===== src/rtl/v_slot_sequencer_pkg.sv =====
// rtl/v_slot_sequencer_pkg.sv - shared types for the vector slot sequencer
//
// Purpose: sequencing modes, FSM states and the latched configuration flags
// used by v_slot_sequencer.
// Ports: none (package).
package v_slot_sequencer_pkg;

  typedef enum logic [1:0] {
    MODE_NORMAL  = 2'd0,
    MODE_WIDEN   = 2'd1,
    MODE_NARROW  = 2'd2,
    MODE_ILLEGAL = 2'd3
  } seq_mode_e;

  typedef enum logic [1:0] {
    ST_IDLE = 2'd0,
    ST_RUN  = 2'd1,
    ST_FIN  = 2'd2
  } seq_state_e;

  // Width-independent part of the latched configuration.
  typedef struct packed {
    seq_mode_e mode;
    logic      reduce;
    logic      err;
  } seq_cfg_t;

  // WIDEN and NARROW both scale addresses by 2^F and need a legal F.
  function automatic logic mode_uses_flog(input logic [1:0] mode);
    return (mode == MODE_WIDEN) || (mode == MODE_NARROW);
  endfunction

endpackage


===== src/rtl/v_slot_be_gen.sv =====
// rtl/v_slot_be_gen.sv - in-range flag and byte enables for one element beat
//
// Purpose: combinational byte-enable selection for the element at idx.
// Ports:
//   idx, start_idx, end_idx  element index and inclusive active range
//   head_be, tail_be         enables for the first / last active element
//   in_range                 idx lies within [start_idx, end_idx]
//   be                       enables for this beat (0 outside the range)
module v_slot_be_gen #(
  parameter int ADDR_WIDTH = 16,
  parameter int BE_W       = 16
) (
  input  logic [ADDR_WIDTH-1:0] idx,
  input  logic [ADDR_WIDTH-1:0] start_idx,
  input  logic [ADDR_WIDTH-1:0] end_idx,
  input  logic [BE_W-1:0]       head_be,
  input  logic [BE_W-1:0]       tail_be,
  output logic                  in_range,
  output logic [BE_W-1:0]       be
);

  always_comb begin
    in_range = (idx >= start_idx) && (idx <= end_idx);
    be       = '0;
    if (in_range) begin
      // A single-element range is both head and tail at once.
      if (start_idx == end_idx)  be = head_be & tail_be;
      else if (idx == start_idx) be = head_be;
      else if (idx == end_idx)   be = tail_be;
      else                       be = '1;
    end
  end

endmodule


===== src/rtl/v_slot_sequencer.sv =====
// rtl/v_slot_sequencer.sv - per-slot element sequencer for the vector unit
//
// Purpose: walks [cfg_start, cfg_end] in BANK_COUNT-aligned blocks, one beat per
// out_valid/out_ready handshake, producing element index, writeback address,
// byte enables and bank source rows; supports widen, narrow, reduction, abort.
// Ports:
//   clk, rst                       clock, asynchronous active-high reset
//   cfg_valid/cfg_ready            start request / accepted only in IDLE
//   cfg_mode, cfg_flog, cfg_reduce mode, log2 factor, reduction flag
//   cfg_start, cfg_end             inclusive element range
//   cfg_vs1, cfg_vs2, cfg_vd       initial source rows and writeback address
//   cfg_head_be, cfg_tail_be       first / last element byte enables
//   abort                          flush the running sequence
//   out_valid/out_ready            beat handshake
//   out_idx, out_turn, out_in_range, out_first, out_wb_addr, out_wb_be,
//   out_vs1, out_vs2               beat contents (zero when no beat)
//   busy, done, cfg_err            running, completion pulse, illegal cfg pulse
module v_slot_sequencer
  import v_slot_sequencer_pkg::*;
#(
  parameter int ADDR_WIDTH      = 16,
  parameter int BANK_ADDR_WIDTH = 12,
  parameter int DATA_WIDTH      = 128,
  parameter int BANK_COUNT      = 4,
  parameter int MAX_FLOG        = 2,
  localparam int BE_W           = DATA_WIDTH / 8,
  localparam int FLOG_W         = $clog2(MAX_FLOG + 1)
) (
  input  logic                       clk,
  input  logic                       rst,
  input  logic                       cfg_valid,
  output logic                       cfg_ready,
  input  logic [1:0]                 cfg_mode,
  input  logic [FLOG_W-1:0]          cfg_flog,
  input  logic                       cfg_reduce,
  input  logic [ADDR_WIDTH-1:0]      cfg_start,
  input  logic [ADDR_WIDTH-1:0]      cfg_end,
  input  logic [BANK_ADDR_WIDTH-1:0] cfg_vs1,
  input  logic [BANK_ADDR_WIDTH-1:0] cfg_vs2,
  input  logic [ADDR_WIDTH-1:0]      cfg_vd,
  input  logic [BE_W-1:0]            cfg_head_be,
  input  logic [BE_W-1:0]            cfg_tail_be,
  input  logic                       abort,
  output logic                       out_valid,
  input  logic                       out_ready,
  output logic [ADDR_WIDTH-1:0]      out_idx,
  output logic [MAX_FLOG-1:0]        out_turn,
  output logic                       out_in_range,
  output logic                       out_first,
  output logic [ADDR_WIDTH-1:0]      out_wb_addr,
  output logic [BE_W-1:0]            out_wb_be,
  output logic [BANK_ADDR_WIDTH-1:0] out_vs1,
  output logic [BANK_ADDR_WIDTH-1:0] out_vs2,
  output logic                       busy,
  output logic                       done,
  output logic                       cfg_err
);

  localparam int ALIGN = $clog2(BANK_COUNT);
  localparam logic [ADDR_WIDTH-1:0] BLK_MASK = ADDR_WIDTH'(BANK_COUNT - 1);
  localparam logic [ADDR_WIDTH-1:0] BLK_STEP = ADDR_WIDTH'(BANK_COUNT);

  seq_state_e                 state_q, state_d;
  seq_cfg_t                   cfg_q;
  logic [FLOG_W-1:0]          flog_q;
  logic [ADDR_WIDTH-1:0]      start_q, end_q, base_q, vd_q;
  logic [BANK_ADDR_WIDTH-1:0] vs1_q, vs2_q;
  logic [BE_W-1:0]            head_q, tail_q;
  logic [ADDR_WIDTH-1:0]      k_q;
  logic [MAX_FLOG-1:0]        turn_q;

  logic                       cfg_illegal, accept, run, advance;
  logic                       last_turn, turn_end, last_beat, in_range;
  logic [ADDR_WIDTH-1:0]      idx, wb_addr;
  logic [MAX_FLOG-1:0]        turn_max;
  logic [BE_W-1:0]            be;

  assign cfg_illegal = (cfg_mode == MODE_ILLEGAL)
                     || (mode_uses_flog(cfg_mode)
                         && ((cfg_flog == '0) || (cfg_flog > FLOG_W'(MAX_FLOG))))
                     || (cfg_end < cfg_start);

  assign accept   = (state_q == ST_IDLE) && cfg_valid;
  assign run      = (state_q == ST_RUN);
  assign advance  = run && out_ready && !abort;
  assign idx      = base_q + k_q;
  assign turn_max = MAX_FLOG'((1 << flog_q) - 1);

  // A widen turn ends at the last bank of the block or at the range end;
  // only the final turn of the final block ends the sequence.
  assign turn_end  = (idx == end_q) || (k_q[ALIGN-1:0] == '1);
  assign last_turn = (cfg_q.mode != MODE_WIDEN) || (turn_q == turn_max);
  assign last_beat = (idx == end_q) && last_turn;

  always_ff @(posedge clk or posedge rst) begin
    if (rst) state_q <= ST_IDLE;
    else     state_q <= state_d;
  end

  always_comb begin
    state_d   = state_q;
    cfg_ready = 1'b0;
    out_valid = 1'b0;
    busy      = 1'b0;
    done      = 1'b0;
    cfg_err   = 1'b0;
    case (state_q)
      ST_IDLE: begin
        cfg_ready = 1'b1;
        if (cfg_valid) state_d = cfg_illegal ? ST_FIN : ST_RUN;
      end
      ST_RUN: begin
        out_valid = 1'b1;
        busy      = 1'b1;
        // Abort beats a simultaneous final handshake: no done.
        if (abort)                       state_d = ST_IDLE;
        else if (out_ready && last_beat) state_d = ST_FIN;
      end
      ST_FIN: begin
        done    = 1'b1;
        cfg_err = cfg_q.err;
        state_d = ST_IDLE;
      end
      default: state_d = ST_IDLE;
    endcase
  end

  always_ff @(posedge clk or posedge rst) begin
    if (rst) begin
      cfg_q   <= '{mode: MODE_NORMAL, reduce: 1'b0, err: 1'b0};
      flog_q  <= '0;
      start_q <= '0;
      end_q   <= '0;
      base_q  <= '0;
      vd_q    <= '0;
      vs1_q   <= '0;
      vs2_q   <= '0;
      head_q  <= '0;
      tail_q  <= '0;
      k_q     <= '0;
      turn_q  <= '0;
    end else if (accept) begin
      cfg_q   <= '{mode: seq_mode_e'(cfg_mode), reduce: cfg_reduce, err: cfg_illegal};
      flog_q  <= cfg_flog;
      start_q <= cfg_start;
      end_q   <= cfg_end;
      base_q  <= cfg_start & ~BLK_MASK;
      vd_q    <= cfg_vd;
      vs1_q   <= cfg_vs1;
      vs2_q   <= cfg_vs2;
      head_q  <= cfg_head_be;
      tail_q  <= cfg_tail_be;
      k_q     <= '0;
      turn_q  <= '0;
    end else if (advance) begin
      if ((cfg_q.mode == MODE_WIDEN) && turn_end) begin
        if (turn_q == turn_max) begin
          turn_q <= '0;
          k_q    <= (k_q & ~BLK_MASK) + BLK_STEP;
        end else begin
          turn_q <= turn_q + MAX_FLOG'(1);
          k_q    <= k_q & ~BLK_MASK;
        end
      end else begin
        k_q <= k_q + ADDR_WIDTH'(1);
      end
    end
  end

  // Widen: vd + (blk*BANK_COUNT + j)*W + t, and blk*BANK_COUNT + j is k.
  always_comb begin
    case (cfg_q.mode)
      MODE_WIDEN:  wb_addr = vd_q + (k_q << flog_q) + ADDR_WIDTH'(turn_q);
      MODE_NARROW: wb_addr = vd_q + (k_q >> flog_q);
      default:     wb_addr = vd_q + k_q;
    endcase
    if (cfg_q.reduce) wb_addr = vd_q;
  end

  v_slot_be_gen #(
    .ADDR_WIDTH (ADDR_WIDTH),
    .BE_W       (BE_W)
  ) u_be_gen (
    .idx       (idx),
    .start_idx (start_q),
    .end_idx   (end_q),
    .head_be   (head_q),
    .tail_be   (tail_q),
    .in_range  (in_range),
    .be        (be)
  );

  assign out_idx      = run ? idx : '0;
  assign out_turn     = run ? turn_q : '0;
  assign out_in_range = run && in_range;
  assign out_first    = run && (idx == start_q) && (turn_q == '0);
  assign out_wb_addr  = run ? wb_addr : '0;
  assign out_wb_be    = run ? be : '0;
  assign out_vs1      = run ? vs1_q + BANK_ADDR_WIDTH'(k_q >> ALIGN) : '0;
  assign out_vs2      = run ? vs2_q + BANK_ADDR_WIDTH'(k_q >> ALIGN) : '0;

endmodule

===== config.mk =====
export PLATFORM = sky130hd
export DESIGN_NAME = v_slot_sequencer
export DESIGN_NICKNAME = d
export VERILOG_FILES = /design/src/rtl/v_slot_sequencer_pkg.sv /design/src/rtl/v_slot_be_gen.sv /design/src/rtl/v_slot_sequencer.sv
export SDC_FILE = /design/constraint.sdc
export NUM_CORES = 1
export LEC_CHECK = 0
export CELL_PAD_IN_SITES_DETAIL_PLACEMENT = 0
export CELL_PAD_IN_SITES_GLOBAL_PLACEMENT = 1
export CORE_MARGIN = 1
export CORE_UTILIZATION = 40
export CTS_CLUSTER_DIAMETER = 150
export DETAILED_ROUTE_END_ITERATION = 12
export HOLD_SLACK_MARGIN = 0.08
export PLACE_DENSITY = 0.87
export SYNTH_ARGS = -nofsm -noshare
export SYNTH_HDL_FRONTEND = slang
export SYNTH_SLANG_ARGS = --single-unit

===== constraint.sdc =====
create_clock -name clk -period 9.5 [get_ports clk]
set_clock_uncertainty 0.2 [all_clocks]
set_input_delay 1.425 -clock clk [delete_from_list [all_inputs] [get_ports clk]]
set_output_delay 1.425 -clock clk [all_outputs]
set_load 0.05 [all_outputs]

# After elaboration in Yosys (flattened, before gate mapping)
# Cells that the tools add are included.
# totals
regBits	144
inputBits	114
out_inout_bits	81
word_cells	106
# op_classes
add_sub_neg	11
n_lt_le_gt_ge	4
n_eq_ne	16
shift	3
n_mux	29
n_bitwise	1
n_reduce_logical	26
# op_table
op	count
16-bit two-way mux	12
16-bit adder	4
16-bit == test	3
16-bit one-hot mux with 2 select lines	1
12-bit adder	2
12-bit two-way mux	2
2-bit two-way mux	9
16-bit by 1-bit adder with 16-bit output, second input constant	1
16-bit by 2-bit adder with 16-bit output	1
16-bit by 3-bit adder with 16-bit output, second input constant	1
16-bit AND	1
16-bit >= comparator	1
16-bit less-or-equal comparator	1
16-bit < comparator	1
16-bit by 2-bit left shift with 16-bit output	1
16-bit by 2-bit >> shifter with 16-bit output	1
1-bit logical AND	11
2-bit == test, second input constant	5
2-bit by 1-bit == test with 1-bit output, second input constant	3
2-bit logical NOT	3
1-bit logical OR	6
2-bit AND reduction	3
1-bit two-way mux	4
2-bit one-hot mux with 2 select lines	1
11 further kinds	12

# Logic depth before layout (Yosys ltp)
# depth
depth_word	9
ltp_mapped	19
mapped_depth_nobuf	17

# Cells and area by module
# Synthesis repeated with hierarchy kept, for this count alone.
# hier_totals
cells_unflattened	1526
area_unflattened_um2	11873.9
# modules_own_cells
module	n_inst	cells_each	area_per_inst_um2	seq_area_each_um2
v_slot_sequencer	1	1373	10662.7	3253.1
v_slot_be_gen	1	153	1211.2	0.0

# Worst setup path before layout
# No wires, ideal clock.
# synth_path
path_type	reg-to-output
from	register flog_q[1]
to	output port out_wb_addr[9]
t_arrival_ns	4.470
required_ns	7.875
slack_ns	3.405
stages_incl_launch_ff	15
n_path_buf	3
path_cell_list	dfrtp_1 clkbuf_1 clkbuf_1 clkbuf_1 nor2_1 fa_1 ha_1 fa_1 a211o_1 o211ai_1 a21oi_1 a21boi_0 xnor2_1 a22oi_1 o21ai_0
# synth_via
elab_chain_len	6
elab_cells_between_ends	8
cone_classes	add/sub: 3; shift: 2; mux: 3
# synth_rtl
element	line_no	rtl
start: declaration	v_slot_sequencer.sv:65	logic [FLOG_W-1:0] flog_q;
start signal: assignment	v_slot_sequencer.sv:144	flog_q <= cfg_flog;
16-bit by 2-bit left shift with 16-bit output	v_slot_sequencer.sv:173	MODE_WIDEN: wb_addr = vd_q + (k_q << flog_q) + ADDR_WIDTH'(turn_q);
16-bit adder	v_slot_sequencer.sv:173	
16-bit by 2-bit adder with 16-bit output	v_slot_sequencer.sv:173	
16-bit one-hot mux with 2 select lines *	v_slot_sequencer.sv:172	case (cfg_q.mode)
16-bit two-way mux *	v_slot_sequencer.sv:177	if (cfg_q.reduce) wb_addr = vd_q;
16-bit two-way mux *	v_slot_sequencer.sv:197	assign out_wb_addr = run ? wb_addr : '0;
end: declaration	v_slot_sequencer.sv:50	output logic [ADDR_WIDTH-1:0] out_wb_addr,
# Every way passes the cells marked *; elsewhere a longest branch is shown, timed or not.

# Final worst setup path
# layout_path
from	register k_q[2]
to	output port out_wb_be[10]
# layout_via
elab_chain_len	7
elab_cells_between_ends	11
cone_classes	add/sub: 1; order compare: 2; eq/ne: 2; mux: 5; reduce/logical: 1
# layout_rtl
element	line_no	rtl
start: declaration	v_slot_sequencer.sv:69	logic [ADDR_WIDTH-1:0] k_q;
start signal: assignment	v_slot_sequencer.sv:159	k_q <= (k_q & ~BLK_MASK) + BLK_STEP;
start signal: assignment	v_slot_sequencer.sv:162	k_q <= k_q & ~BLK_MASK;
start signal: assignment	v_slot_sequencer.sv:165	k_q <= k_q + ADDR_WIDTH'(1);
16-bit adder *	v_slot_sequencer.sv:86	assign idx = base_q + k_q;
branches (longest 4 deep; another with 16-bit >= comparator)	-	
16-bit two-way mux *	v_slot_be_gen.sv:25	if (in_range) begin
16-bit two-way mux *	v_slot_sequencer.sv:198	assign out_wb_be = run ? be : '0;
end: declaration	v_slot_sequencer.sv:51	output logic [BE_W-1:0] out_wb_be,
# Mark *: on every way between the ends.

==> results.sh <==
export IMPL_status="complete, no violations"
export IMPL_ys_seq_area_frac=0.2955
export IMPL_pin_count=195
export IMPL_wl_per_cell_um=17.24
export IMPL_period_share=0.8216
export IMPL_synth_edf_count=0
export IMPL_antenna_cells=0
export IMPL_critPathKind="register to output pin"
export IMPL_final_util=0.5143
export IMPL_ant_nets=0
export IMPL_cap_violations=0
export IMPL_ys_flop_type="dfrtp_1"
export IMPL_r2r_slack_ps=4380
export IMPL_postCtsSetupRepairBufs=0
export IMPL_maxSlewHeadroom=0.1885
export IMPL_ys_warn_count=0
export IMPL_die_area_sq_um=28190
export IMPL_ys_ff_latch=130
export IMPL_hold_end="head_q[9]"
export IMPL_grtUsageTotal=0.2398
export IMPL_final_max_slew_violation_count=0
export IMPL_place_hpwl_um=24860
export IMPL_finalSetupViolCount=0
export IMPL_synth_cell_type_count=63
export IMPL_synth_async_reset_ratio=1.000
export IMPL_hold_viol=0
export IMPL_fp_dieW_um=167.9
export IMPL_worstHoldPathType="register to register"
export IMPL_ctsHoldBuffers=0
export IMPL_place_congestion=0.9047
export IMPL_grt_max_degree=88
export IMPL_cts_root_buf="clkbuf_16"
export IMPL_worstPathArrival_ps=6180
export IMPL_r2r_start="k_q[2]"
export IMPL_drt_vias_per_instance=5.420
export IMPL_final_min_clock_period_ps=7805
export IMPL_tightest_slew_ps=1213
export IMPL_area_delta_synth_final_pct=25.90
export IMPL_vias=10445
export IMPL_grt_setup_unrepaired="no"
export IMPL_grt_pass1_wl_um=53760
export IMPL_drt_total_wl_um=33230
export IMPL_cts_buffers=17
export IMPL_holdCritStartpoint="head_q[9]"
export IMPL_portBuffers=194
export IMPL_synth_area_sq_um=11010
export IMPL_coreArea_sq_um=26950
export IMPL_cp_required_ps=7880
export IMPL_synth_largest_area_cell="dfrtp_1"
export IMPL_cts_max_level=4
export IMPL_fillers=2612
export IMPL_initial_core_util=0.4084
export IMPL_power_leakage_nw=6.590
export IMPL_reg2regPathDepth=17
export IMPL_ir_drop_mv=0.1104
export IMPL_clk_latency_ps=440
export IMPL_cts_sinks=130
export IMPL_cts_path_max_buffers=2
export IMPL_synthCells=1406
export IMPL_syn_nets=1655
export IMPL_firstDrtPassIters=5
export IMPL_grt_pass1_vias=10138
export IMPL_setup_tns_ps=0
export IMPL_start_kind="register"
export IMPL_clk_pin_slew_ps=80
export IMPL_drc=0
export IMPL_ctsResizeCount=0
export IMPL_rr_endpoint="k_q[14]"
export IMPL_grt_overflow=0
export IMPL_synth_top_area_frac=0.2955
export IMPL_finalNetCount=1822
export IMPL_yosys_top_cells_area="dfrtp_1, ha_1, nand2_1, o21ai_0, xnor2_1"
export IMPL_whs_path_depth=2
export IMPL_drive_gt1_frac=0.04540
export IMPL_power_density_nw_per_um2=198.9
export IMPL_fp_row_count=60
export IMPL_holdWs_ps=288.2
export IMPL_fmax_mhz=128.1
export IMPL_die_height_um=167.9
export IMPL_crit_fanout=17
export IMPL_avgSynthCellArea_sq_um=7.829
export IMPL_cts_tree="built"
export IMPL_drt_initial_drc_count=605
export IMPL_antenna_found_initial=0
export IMPL_critPathCaptureType="output pin"
==> metrics by stage <==
stage | instance area, sq um | setup slack (ps) | power (W) | cells
floorplan | 11010 | 3405 | 0.001703 | 1406
global placement | 13250 | 2327 | 0.002063 | 1895
detailed placement | 13250 | 2150 | 0.002073 | 1895
CTS | 13860 | 1650 | 0.002768 | 1927
global route | 13860 | 1180 | 0.002964 | 1927
finish | 13860 | 1695 | 0.002757 | 1927
==> worst max-delay path by stage <==
stage                   start        endpoint  slack [ps]
floorplan           flog_q[1]  out_wb_addr[9]        3400
global placement       k_q[2]    out_wb_be[9]        2330
detailed placement     k_q[2]   out_wb_be[11]        2150
CTS                    k_q[2]   out_wb_be[15]        1650
global route           k_q[2]   out_wb_be[11]        1180
finish                 k_q[2]   out_wb_be[10]        1700
==> cells by family after synthesis <==
logic type | after synthesis | share of synthesized area
adders and majority gates | 135 | 0.1582
buffers and inverters | 131 | 0.04615
AOI/OAI and AO/OA | 343 | 0.1957
xor gates and xnor gates | 78 | 0.06206
muxes | 19 | 0.01762
DFF | 130 | 0.2955
and+or+nand+nor | 570 | 0.2247
==> layout by cell type (no fill, tap or decap), drive strengths merged, types with 4 or more instances in the layout <==
| cell type | synthesis | routed |
|---|---|---|
| a2111oi | 4 | 4 |
| a211o | 6 | 6 |
| a211oi | 13 | 13 |
| a21boi | 5 | 5 |
| a21o | 29 | 29 |
| a21oi | 89 | 89 |
| a311oi | 4 | 4 |
| a31oi | 10 | 10 |
| and2 | 21 | 21 |
| and3 | 6 | 6 |
| buf | 15 | 13 |
| clkbuf | 44 | 17 |
| clkdlybuf4s50 | 0 | 194 |
| clkinv | 0 | 7 |
| dfrtp | 130 | 130 |
| fa | 7 | 7 |
| ha | 128 | 128 |
| inv | 72 | 79 |
| mux2i | 19 | 19 |
| nand2 | 332 | 332 |
| nand2b | 23 | 23 |
| nand3 | 12 | 12 |
| nand4 | 16 | 16 |
| nor2 | 106 | 106 |
| nor2b | 9 | 9 |
| nor3 | 18 | 18 |
| nor3b | 6 | 6 |
| nor4 | 5 | 5 |
| o211ai | 5 | 5 |
| o21a | 8 | 8 |
| o21ai | 121 | 121 |
| o221a | 17 | 17 |
| o221ai | 4 | 4 |
| o22ai | 4 | 4 |
| or3 | 7 | 7 |
| xnor2 | 58 | 58 |
| xor2 | 20 | 20 |
==> per-layer routing <==
layer	track usage	routed length, um	vias to the layer above	share of wire
met5	0	0	-	0
met4	0.07539	768	0	0.023
met2	0.3947	15540	309	0.47
met1	0.3186	15060	4868	0.45
li1	-	-	5209	-
met3	0.04302	1856	59	0.056
==> Yosys cell counts (3+ instances only) <==
cell type	count
a2111oi_0	4
nor2_1	106
a211o_1	6
nor4_1	4
a21boi_0	5
or2_2	3
nand2_1	332
and3_1	6
nand4_1	15
nand2b_1	23
ha_1	128
o211ai_1	5
o21ai_0	121
inv_1	72
o21a_1	7
a211oi_1	13
a311oi_1	4
fa_1	7
dfrtp_1	130
a21oi_1	89
a31oi_1	10
or3_1	7
nor3_1	18
nor4b_1	3
buf_2	4
clkbuf_1	44
buf_1	9
xor2_1	20
o22ai_1	4
a21o_1	29
o41ai_1	3
xnor2_1	58
nor2b_1	9
nand3_1	12
nor3b_1	6
o221a_2	17
mux2i_1	18
o221ai_1	4
and2_1	21
==> final cells by class <==
| type | count | area (sq um) | area share |
|---|---|---|---|
| Tap cell | 341 | 426.7 | 0.03078 |
| Inverter | 72 | 272.8 | 0.01968 |
| Clock inverter | 15 | 187.7 | 0.01354 |
| Sequential cell | 130 | 3253 | 0.2347 |
| Multi-Input combinational cell | 1145 | 7254 | 0.5234 |
| Clock buffer | 17 | 425.4 | 0.03069 |
| Timing Repair Buffer | 207 | 2039 | 0.1472 |
==> registers in the layout (all words and copies together), names as in the netlist <==
| signal | flops |
|---|---|
| end_q | 16 |
| head_q | 16 |
| k_q | 16 |
| start_q | 16 |
| tail_q | 16 |
| vd_q | 16 |
| vs1_q | 12 |
| vs2_q | 12 |
| cfg_q | 4 |
| flog_q | 2 |
| state_q | 2 |
| turn_q | 2 |
==> worst max-delay path, stage by stage (launching register included) <==
cell,delay (ps)
dfrtp_1,600
ha_1,250
inv_1,60
fa_1,400
nor2b_1,120
o21ai_0,100
a21boi_0,410
o221a_2,310
o21a_1,150
xor2_1,250
ha_1,220
nand4_2,170
nor4_4,520
nor3_1,80
a211oi_1,260
o41a_1,700
o221a_2,330
clkdlybuf4s50_1,810
==> power by group <==
group	internal [W]	switching, W	total (W)
combinational	0.000514	0.000772	0.00129
clock	0.000357	0.000323	0.000681
sequential	0.000670	0.000120	0.000790
total	0.00154	0.00122	0.00276
No activity file was read; power rests on OpenSTA's default activity.
==> RTL edit, RTL diff (same settings) <==
Change the parameter `BANK_ADDR_WIDTH` from 12 to 11.
--- a/src/rtl/v_slot_sequencer.sv
+++ b/src/rtl/v_slot_sequencer.sv
@@ -20,5 +20,5 @@
 #(
   parameter int ADDR_WIDTH      = 16,
-  parameter int BANK_ADDR_WIDTH = 12,
+  parameter int BANK_ADDR_WIDTH = 11,
   parameter int DATA_WIDTH      = 128,
   parameter int BANK_COUNT      = 4,
Ports: changed (resized cfg_vs1, cfg_vs2, out_vs1 and out_vs2); port bits go from 195 to 191. The function was not compared with the original's and may differ.
==> RTL edit against the unedited design <==
  * First-iteration DRC count rose by 41%
  * Final cell count decreased by 1.3%
  * Synthesized area fell by 0.63%
  * Utilization fell by 0.37 points
  * Global-route usage rose by 0.61 points
  * Sequential cell count fell by 2
  * Setup slack better by 0.17 ns
  * Design area decreased by 1.0%
  * Count of clock-buffer cells in the layout unchanged
  * Maximum frequency increased by 2.3%
  * Wire length increased by 1.9%
  * Total power down 4.3%
  * Critical path type unchanged
  * Highest routed layer unchanged
==> RTL edit: results (changes against the unedited design) <==
stage	metric	value	unit	change
hold_path	hold path startpoint	head_q[1]		
synthesis	Commonest cells post-synth	326 x nand2_1, 128 x dfrtp_1, 126 x ha_1		
global_route	first-pass GRT wire length	54.68	mm	+1.7%
synthesis	Seq/Total Area, Yosys	29.28	%	-0.27 points
pwr	maximum VDD drop	0.0001289	V	+17%
global_route	Tot GR Track Use	24.59	%	+0.61 points
placement	GPL Wtd Cong	0.9308		+2.9%
critical_path	CP max-delay cell	clkdlybuf4s50_1		
global_route	largest net degree at the start of global routing	96		+9.1%
drt	initial drt markers	855		+41%
critical_path	reg2reg end	k_q[15]		
pwr	P_leak	6.436	nW	-2.3%
synthesis	multiplexer share of the synthesized area	0.9265	%	-0.84 points
drt	metal1 wirelength	15.81	mm	+5.0%
layout	share of cells above drive strength 1	4.164	%	-0.38 points
critical_path	worst setup path endpoint	out_wb_be[12]		
clocking	number of CTS-inserted buffers	17		unchanged
drt	drt via density	5.528		+2.0%
global_route	vias in the first global route	10131		-0.069%
critical_path	Worst Setup SP	k_q[2]		
layout	# diodes	0		unchanged
global_route	GR Util met3	4.396	%	+0.094 points
drt	Top Metal Used	met4		
layout	# nets final	1793		-1.6%
drt	Vias	10515		+0.67%
timing	FMAX	131.0	MHz	+2.3%
status	status	finished, final reports clean		
clocking	H-tree depth	4		unchanged
synthesis	Syn Nets	1638		-1.0%
drt	drt wl/cell	17.79	um	+3.2%
timing	Max-slew headroom	16.63	%	-2.2 points
placement	placed cell area	13110	um2	-1.1%
synthesis	ys async rst share	100.0	%	unchanged
drt	routed wl met2	15.47	mm	-0.48%
drt	DR WL met3	1.982	mm	+6.8%
critical_path	CP endpoint kind	output port		
hold_path	Worst Hold Endpoint	head_q[1]		
synthesis	XOR/XNOR Fraction of Synth Area	6.325	%	+0.12 points
critical_path	Reg2Reg Setup Slack	4.57	ns	+0.19 ns
critical_path	slowest stage delay, CP	0.81	ns	about the same
placement	I/O Buffers	190		-2.1%
timing	final setup fails	0		unchanged
global_route	met1 usage	34.08	%	+2.2 points
timing	worst hold margin	0.2831	ns	-0.005090 ns
critical_path	crit path DAT	6.01	ns	-0.17 ns
placement	dpl cells	1870		-1.3%
placement	Setup WS pre-CTS	2.399	ns	+0.2490 ns
synthesis	synthesized instance count	1393		-0.92%
global_route	M2 GR Usage	39.35	%	-0.13 points
placement	dpl hpwl	25.35	mm	+2.0%
synthesis	post-synthesis compound-gate area fraction	19.83	%	+0.26 points
hold_path	hold path depth	2		unchanged
synthesis	Area contributors post-synth	dfrtp_1 29%, ha_1 14%, nand2_1 11%		
layout	fillers	2611		-0.038%
critical_path	Crit Path Max Fanout	17		unchanged
synthesis	post-synth cell types	66		+4.8%
synthesis	Post-Synth Adder-Cell Area	15.69	%	-0.13 points
global_route	initial antenna violation count	0		unchanged
drt	DRT Pass-1 Iters	7		+2
## RTL edit: changes by cell type after synthesis, sizes merged, moves of 5 or more
cell	unedited run	this run
nor2	106	90
and2	21	26
o21bai	2	9
clkbuf	44	55
nor2b	9	18
o22a	1	10
xor2	20	25
nand3	12	19
buf	15	9
nand2	332	326
mux2i	19	9
o21ai	121	96
a31oi	10	17
## RTL edit: layout make-up
| cell class | count | area (um2) | area share, % |
|---|---|---|---|
| well taps | 341 | 426.7 | 3.110 |
| clock buffers | 17 | 425.4 | 3.100 |
| repair buffers | 200 | 1977 | 14.41 |
| flip-flops and latches | 128 | 3203 | 23.34 |
| clock inverters | 15 | 190.2 | 1.386 |
| multi-input cells | 1129 | 7226 | 52.66 |
| inverters | 72 | 272.8 | 1.988 |
## RTL edit: where the power goes
part | internal, mW | total, mW | switching, mW
sequential | 0.660 | 0.781 | 0.121
combinational | 0.459 | 1.16 | 0.697
clock | 0.401 | 0.703 | 0.301
